## config.mk

```make
export PLATFORM = sky130hd
export DESIGN_NAME = wb_stage
export DESIGN_NICKNAME = d
export VERILOG_FILES = /design/src/rtl/wb_stage_pkg.sv /design/src/rtl/wb_stage_load_align.sv /design/src/rtl/wb_stage.sv
export SDC_FILE = /design/constraint.sdc
export NUM_CORES = 1
export LEC_CHECK = 0
export ABC_AREA = 1
export CAP_MARGIN = 20
export CORE_AREA = 2 2 231 119
export CTS_BUF_LIST = sky130_fd_sc_hd__clkbuf_2
export DETAILED_ROUTE_END_ITERATION = 6
export DIE_AREA = 0 0 233 121
export GPL_TIMING_DRIVEN = 0
export PLACE_DENSITY = 0.56
export SLEW_MARGIN = 20
export SYNTH_ARGS = -nofsm -noshare
export SYNTH_HDL_FRONTEND = slang
export SYNTH_SLANG_ARGS = --single-unit
export TNS_END_PERCENT = 10
```

## constraint.sdc

```tcl
create_clock -name clk -period 5.2 [get_ports clk]
set_clock_uncertainty 0.15 [all_clocks]
set_input_delay 0.78 -clock clk [delete_from_list [all_inputs] [get_ports clk]]
set_output_delay 0.78 -clock clk [all_outputs]
set_load 0.1 [all_outputs]
```

## src/rtl/wb_stage_pkg.sv

```systemverilog
// wb_stage_pkg: shared definitions for the write-back stage.
//   DW/AW        default data and register-address widths
//   sel_e        result-select codes
//   ldtype_e     load-type codes (unlisted codes behave as lw)
//   LINK_OFFSET  link address distance from the instruction PC
//   wb_entry_t   MEM/WB stage register payload
package wb_stage_pkg;

  localparam int unsigned DW          = 32;
  localparam int unsigned AW          = 5;
  localparam int unsigned LINK_OFFSET = 8;

  typedef enum logic [1:0] {
    SEL_ALU  = 2'b00,
    SEL_LOAD = 2'b01,
    SEL_LINK = 2'b10,
    SEL_ALT  = 2'b11
  } sel_e;

  typedef enum logic [2:0] {
    LD_W  = 3'b000,
    LD_H  = 3'b001,
    LD_HU = 3'b010,
    LD_B  = 3'b011,
    LD_BU = 3'b100
  } ldtype_e;

  typedef struct packed {
    logic          valid;
    logic          regwrite;
    logic [AW-1:0] rd;
    logic [1:0]    sel;
    logic [2:0]    ldtype;
    logic [DW-1:0] alu;
    logic [DW-1:0] mem;
    logic [DW-1:0] pc;
  } wb_entry_t;

endpackage

```

## src/rtl/wb_stage_load_align.sv

```systemverilog
// load_align: big-endian byte/halfword extraction from a memory word,
// sign/zero extension to DW, and misalignment detection.
//   ldtype     in  load type code
//   off        in  byte offset (address bits [1:0])
//   mem        in  raw data-memory word
//   data       out extracted and extended load value
//   misaligned out halfword on odd address or word on non-zero offset
module load_align
  import wb_stage_pkg::*;
(
  input  logic [2:0]    ldtype,
  input  logic [1:0]    off,
  input  logic [DW-1:0] mem,
  output logic [DW-1:0] data,
  output logic          misaligned
);

  logic [7:0]  byte_v;
  logic [15:0] half_v;

  // Big-endian lanes: offset 0 is the most significant byte.
  always_comb begin
    byte_v = mem[31:24];
    case (off)
      2'd0:    byte_v = mem[31:24];
      2'd1:    byte_v = mem[23:16];
      2'd2:    byte_v = mem[15:8];
      default: byte_v = mem[7:0];
    endcase
    half_v = off[1] ? mem[15:0] : mem[31:16];
  end

  always_comb begin
    data       = mem;
    misaligned = 1'b0;
    case (ldtype)
      LD_H: begin
        data       = {{(DW-16){half_v[15]}}, half_v};
        misaligned = off[0];
      end
      LD_HU: begin
        data       = {{(DW-16){1'b0}}, half_v};
        misaligned = off[0];
      end
      LD_B:  data = {{(DW-8){byte_v[7]}}, byte_v};
      LD_BU: data = {{(DW-8){1'b0}}, byte_v};
      default: begin
        data       = mem;
        misaligned = (off != 2'b00);
      end
    endcase
  end

endmodule

```

## src/rtl/wb_stage.sv

```systemverilog
// wb_stage: MIPS write-back stage. Registers the MEM/WB bundle, selects the
// result (ALU, aligned load data, PC+8 link) and drives the register bank
// write port. Writes to r0 and misaligned loads are suppressed; a stalled
// entry is written only in its first cycle.
//   clk, R (sync active-high reset), stall, flush
//   in_*      MEM/WB bundle from the memory stage
//   AdrC/C/W  register bank write port (decoded from the stage register)
//   misalign  pulse when the presented load is misaligned and dropped
//   retired   count of valid entries completed
// Optional macro WB_FWD_EN adds fwd_valid/fwd_adr/fwd_data bypass outputs
// that stay valid through held stall cycles.
module wb_stage
  import wb_stage_pkg::*;
(
  input  logic          clk,
  input  logic          R,
  input  logic          stall,
  input  logic          flush,
  input  logic          in_valid,
  input  logic          in_regwrite,
  input  logic [AW-1:0] in_rd,
  input  logic [1:0]    in_sel,
  input  logic [2:0]    in_ldtype,
  input  logic [DW-1:0] in_alu,
  input  logic [DW-1:0] in_mem,
  input  logic [DW-1:0] in_pc,
  output logic [AW-1:0] AdrC,
  output logic [DW-1:0] C,
  output logic          W,
  output logic          misalign,
`ifdef WB_FWD_EN
  output logic          fwd_valid,
  output logic [AW-1:0] fwd_adr,
  output logic [DW-1:0] fwd_data,
`endif
  output logic [31:0]   retired
);

  wb_entry_t     entry;
  logic          done;
  logic          live;
  logic [DW-1:0] ld_data;
  logic          ld_mis;
  logic          mis_ld;
  logic          wr_ok;

  // Entry is presented for the first time this cycle.
  assign live = entry.valid & ~done;

  // Stage register and retirement counter; reset > flush > stall > capture.
  always_ff @(posedge clk) begin
    if (R) begin
      entry   <= '0;
      done    <= 1'b0;
      retired <= '0;
    end else begin
      retired <= retired + 32'(live);
      if (flush) begin
        entry.valid <= 1'b0;
        done        <= 1'b0;
      end else if (stall) begin
        if (entry.valid) done <= 1'b1;
      end else begin
        entry <= '{valid:    in_valid,
                   regwrite: in_regwrite,
                   rd:       in_rd,
                   sel:      in_sel,
                   ldtype:   in_ldtype,
                   alu:      in_alu,
                   mem:      in_mem,
                   pc:       in_pc};
        done  <= 1'b0;
      end
    end
  end

  load_align u_align (
    .ldtype     (entry.ldtype),
    .off        (entry.alu[1:0]),
    .mem        (entry.mem),
    .data       (ld_data),
    .misaligned (ld_mis)
  );

  assign mis_ld = (entry.sel == SEL_LOAD) & ld_mis;
  assign wr_ok  = entry.valid & entry.regwrite & (entry.rd != '0) & ~mis_ld;

  // Result select and write-port decode.
  always_comb begin
    C = entry.alu;
    case (entry.sel)
      SEL_LOAD: C = ld_data;
      SEL_LINK: C = entry.pc + DW'(LINK_OFFSET);
      default:  C = entry.alu;
    endcase
    AdrC     = entry.rd;
    W        = wr_ok & ~done;
    misalign = live & mis_ld & entry.regwrite;
  end

`ifdef WB_FWD_EN
  // Bypass copy that remains valid while the entry is held.
  assign fwd_valid = wr_ok;
  assign fwd_adr   = AdrC;
  assign fwd_data  = C;
`endif

endmodule

```

Word-level counts from Yosys, hierarchy flattened
Index checks and enable logic that the tools add are counted. Widths: inputs -> output; s select.

Bits in writable memories: 0. Logic and storage cells: 45. Memories kept: 0. Output and inout bits: 71. Latch bits: 0. Bits of input ports: 112. ROM bits: 0. Flip-flop bits (word level): 141.

Equal/unequal tests: 8. Shifts and indexed selects: 0. Divide/modulo/power cells: 0. Order comparisons: 0. Bitwise operators: 12. Multipliers: 0. Reduce and logical (&&, ||, !) cells: 8. Add/subtract/negate cells: 2. Mux-type cells: 5.

Operators with widths (count): $pmux 32 s4 (1); $pmux 32 s2 (1); $add 32x1->32 (1); $add 32x4->32 const B (1); $pmux 8 s3 (1); $mux 16 (1); $and 1x1->1 (8); $eq 3x2->1 const B (2); $reduce_or 2->1 (3); $reduce_bool 5->1 (1); $eq 2x1->1 const B (2); $eq 2x2->1 const B (2); $not 1->1 (4); $eq 3x1->1 const B (1); $eq 3x3->1 const B (1); $reduce_or 3->1 (1); $logic_not 2->1 (1); $pmux 1 s2 (1); $reduce_and 2->1 (1); $reduce_bool 2->1 (1).

Logic depth before layout (Yosys ltp)
Gate-level depths: netlist (run 1).

Word-level depth: 7. Gate-level depth with buffers: 13. Mapped depth without buffers: 13.

Cells and area by module
From an unflattened synthesis (run 1), not the netlist that was laid out.

Cell total of the unflattened synthesis: 1238. Area, all modules: 7963.9 µm².

By module, submodules not included: wb_stage (area each 6969.2 µm², sequential area each 2822.7 µm², instances 1, cells an instance 1032); load_align (area each 994.7 µm², sequential area each 0.0 µm², instances 1, cells an instance 206).

Worst setup path after synthesis (run 1)
Ideal clock, no wire load.

Kind: flip-flop to output port. Start point: register entry[97] in the netlist's numbering. End point: output C[7]. Path buffers: 1. Data arrival time: 2.661 ns. Data required time: 4.270 ns. Slack: 1.609 ns. Cell stages (with the launch flop): 12. Path through: dfxtp_1 -> inv_2 -> nand2_1 -> nand2_2 -> nor2_4 -> inv_1 -> nand2_1 -> buf_4 -> o21ai_1 -> inv_1 -> nand2_1 -> a21oi_1.

Word-level cells in the longest chain between the ends: 3. Elaborated cells on any way between the ends: 6. Those cells by class: 4 x eq/ne; 2 x mux.

Ends and longest elaborated chain: from (decl) (RTL line wb_stage.sv:39) `wb_entry_t entry;`; from (signal assigned) (RTL line wb_stage.sv:64) `entry <= '{valid: in_valid,`; $eq 3x3->1, or another cell as far along (RTL line wb_stage_load_align.sv:36) `case (ldtype)`; $pmux 32 s4 (*) (RTL line wb_stage_load_align.sv:36); $pmux 32 s2 (*) (RTL line wb_stage.sv:91) `case (entry.sel)`; to (decl) (RTL line wb_stage.sv:28) `output logic [DW-1:0] C,`.

Every way passes the cells marked *; elsewhere a longest branch is shown, timed or not.

Worst setup path in the final report (run 1)
Start point: register entry[99] in the netlist's numbering. End point: output C[25].

Word-level cells in the longest chain between the ends: 2. Elaborated cells on any way between the ends: 3. Those cells by class: 2 x eq/ne; 1 x mux.

Ends and longest elaborated chain (RTL line): $eq 2x2->1 or $eq 2x1->1 (tied branches) (wb_stage.sv:91); $pmux 32 s2 (*) (wb_stage.sv:91).

Marks and branches as above.

==> flow_summary.yaml, run 1 <==
outcome:
  outcome: "completed"
global_routing:
  antenna_found_initial: 1
  grtUsageMet2_pct: 36.8
  grt_util_met3_pct: 4.56
  grt_pass1_wl_um: 48700
  use_met1_pct: 32.0
  top_usage_layer: "met2"
  grt_max_degree: 17
  globalRouteOverflowTotal: 0
  track_usage_pct: 23.2
  grt_pass1_vias: 8424
floorplan:
  core_sq_um: 26100
  start_util_pct: 29.8
  io_pins: 183
  die_width_um: 233
  die-area_sq_um: 28200
  rows: 42
  die_h_um: 121
synthesis:
  synth_compound_area_share_pct: 16.7
  synth_top_cells_by_area: "dfxtp_1 36%, nand2_1 14%, nor2_1 11%, o21ai_0 8.8%, a21oi_1 7.2%"
  synthXorXnorAreaFrac_pct: 0.562
  syn-instance-count: 1244
  synth_top_area_cell: "dfxtp_1"
  synth_top_area_share_pct: 36.2
  yosysMostFrequentCell: "nand2_1"
  synth_fa_ha_area_share_pct: 0.803
  ys_seq_area_share_pct: 36.2
  synth-edff-count: 0
  synth_nets: 1361
  synth_top_family_by_area: "simple AND/OR/NAND/NOR gates"
  yosys.area_share.simple_pct: 36.7
  avgSynthCellArea_sq_um: 6.26
  synth_mux_area_share_pct: 0
  ys.flop_type: "dfxtp_1"
  synth_cell_types: 38
  async_reset_ff_share_pct: 0
  yosys_warnings: 0
  synthTopCellsByCount: "293 x nand2_1, 230 x nor2_1, 141 x dfxtp_1"
  syn_area_sq_um: 7790
  ys_ff_latch: 141
finish:
  drive_gt1_share_pct: 5.83
  final_util_pct: 39.3
  fin_area_sq_um: 10300
  areaGrowthSynthToFinish_pct: 31.7
  fillers: 2867
  fin_nets: 1562
sta:
  hold_viol_final: 0
  timing.final.max_slew_violations: 0
  rsz0062_at_grt: "no"
  final-setup-viol-count: 0
  fin_crit_ps: 5020
  tightest_slew_ps: 1050
  tns_ps: 0
  max_freq_mhz: 199
  slew_headroom_pct: 29.8
  holdWs_ps: 336
  min_period_over_period_pct: 96.6
route:
  wl_per_cell_um: 17.9
  drtIter0Drc: 889
  drt-total-wl_um: 32400
  ant_nets: 0
  dr.pass1.iters: 5
  via_count: 8928
  via_per_inst: 4.93
  drc: 0
critical_path:
  crit_chain: "inv_1 > ha_1 > clkbuf_1 > clkbuf_1 > nand3_1 > nand2_1 > nand2_1 > nand2_1 > clkdlybuf4s50_1"
  critPathBufInv: 4
  crit_top_cell: "nand2_1"
  setup.worst_path.class: "reg -> out"
  cp_slowest_cell: "clkdlybuf4s50_1"
  worstSetupStartpointType: "register"
  cpPeakStageDelay_ps: 1140
  critPathArrivalTime_ps: 4090
  cp-end-kind: "output port"
  worst_path_dominant_cell_family: "buffers and inverters"
  cp.required_ps: 4270
  path_max_fanout: 10
clock_tree:
  cts_buffers: 17
  hold_buffers: 0
  root_buffer: "clkbuf_2"
  cts_tree: "done"
  clock_sinks: 141
  cts_resized: 0
  clockBufferDepth: 2
  clk_pin_slew_ps: 190
  cts_setup_buffers: 0
  clkLatencyLatePin_ps: 840
  h-tree-depth: 4
placed_design:
  port_buffers: 182
  detailed_place_hpwl_um: 25900
  gp_congestion: 0.950
  placed_area_sq_um: 10100
power_and_ir_drop:
  peakVddDrop_uv: 105
  power.density_nw_per_um2: 256
  p_leak_nw: 4.07
run:
  maxCapViolCount: 0
min_path:
  min_path_type: "reg -> reg"
worst register-to-register path, stage by stage (launching register included):
cell     delay, ps
dfxtp_1        380
inv_1           50
nor2_1         240
ha_1           300
ha_1           230
nand2_1         80
inv_1          100
nand2_1        120
nor2_4         220
nand2_1        140
nor2_1         180
nand2_1         90
o21ai_0        150
a21oi_1         50
routing by layer:
| layer | vias up | part of all wire [%] |
|---|---|---|
| li1 | 4411 | - |
| met1 | 4185 | 48 |
| met2 | 298 | 45 |
| met3 | 34 | 5.8 |
| met4 | 0 | 2.0 |
| met5 | - | 0 |
where the power goes:
part | switching, mW | internal (mW) | total (mW) | leakage (nW)
Sequential | 0.0455 | 1.14 | 1.18 | 1.16
Clock | 0.448 | 0.175 | 0.622 | 0.131
Combinational | 0.575 | 0.243 | 0.818 | 2.78
Total | 1.07 | 1.56 | 2.62 | 4.07
final timing paths:
path                            startpoint          end  slack [ps]  depth (start not counted)
worst max-delay path             entry[99]        C[25]         180                          9
worst min register to register   entry[31]    entry[31]         340                          2
worst min-delay path             entry[31]    entry[31]         340                          2
worst max register to register  entry[107]  retired[18]        2600                         13
layout make-up:
cell class	count	area, sq um	area share (%)
antenna	2	5.00	0.0488
clock buffer	20	100	0.975
multi-input combinational	932	4270	41.6
tap	352	440	4.29
buffer	61	288	2.80
timing repair buffer	182	1830	17.8
clock inverter	11	96.3	0.939
inverter	110	413	4.02
sequential	141	2820	27.5
registers in the layout, indices dropped and copies added, names as in the netlist:
signal,cells
AdrC,5
done,1
entry,103
retired,32
placed cells by master, fill, tap and decap left out, drive strengths merged:
cell type,instances
nor3,19
xor2,4
dlymetal6s2s,3
dfxtp,141
and2,1
a21oi,112
xnor2,1
a211oi,1
nand4,9
nand2,296
nand3b,5
clkdlybuf4s50,179
clkinv,10
o211ai,1
nand3,87
bufinv,1
inv,109
clkinvlp,1
ha,5
and3,1
nor2,236
or2,11
a31oi,1
o21ai,139
o21bai,3
diode,2
buf,18
clkbuf,63
logic make-up after synthesis:
logic type,after synthesis
simple gates,665
compound gates,257
buf+inv,171
flops,141
xor+xnor,5
fa+ha+maj,5
through the flow:
stage | worst slack, ps | total power [mW] | cells
after floorplan | 1610 | 1.72 | 1244
after global placement | 1100 | 2.01 | 1778
after detailed placement | 1130 | 2.01 | 1778
after CTS | 128 | 2.64 | 1809
after global routing | 9.78 | 2.74 | 1810
final | 178 | 2.62 | 1811
No activity file was read; power rests on OpenSTA's default activity.
==> run 2, diff against run 1 <==
Settings changed: CAP_MARGIN 20 to default.
==> results of run 2 <==
Final layout, timing and power as in run 1 (identical DEF).
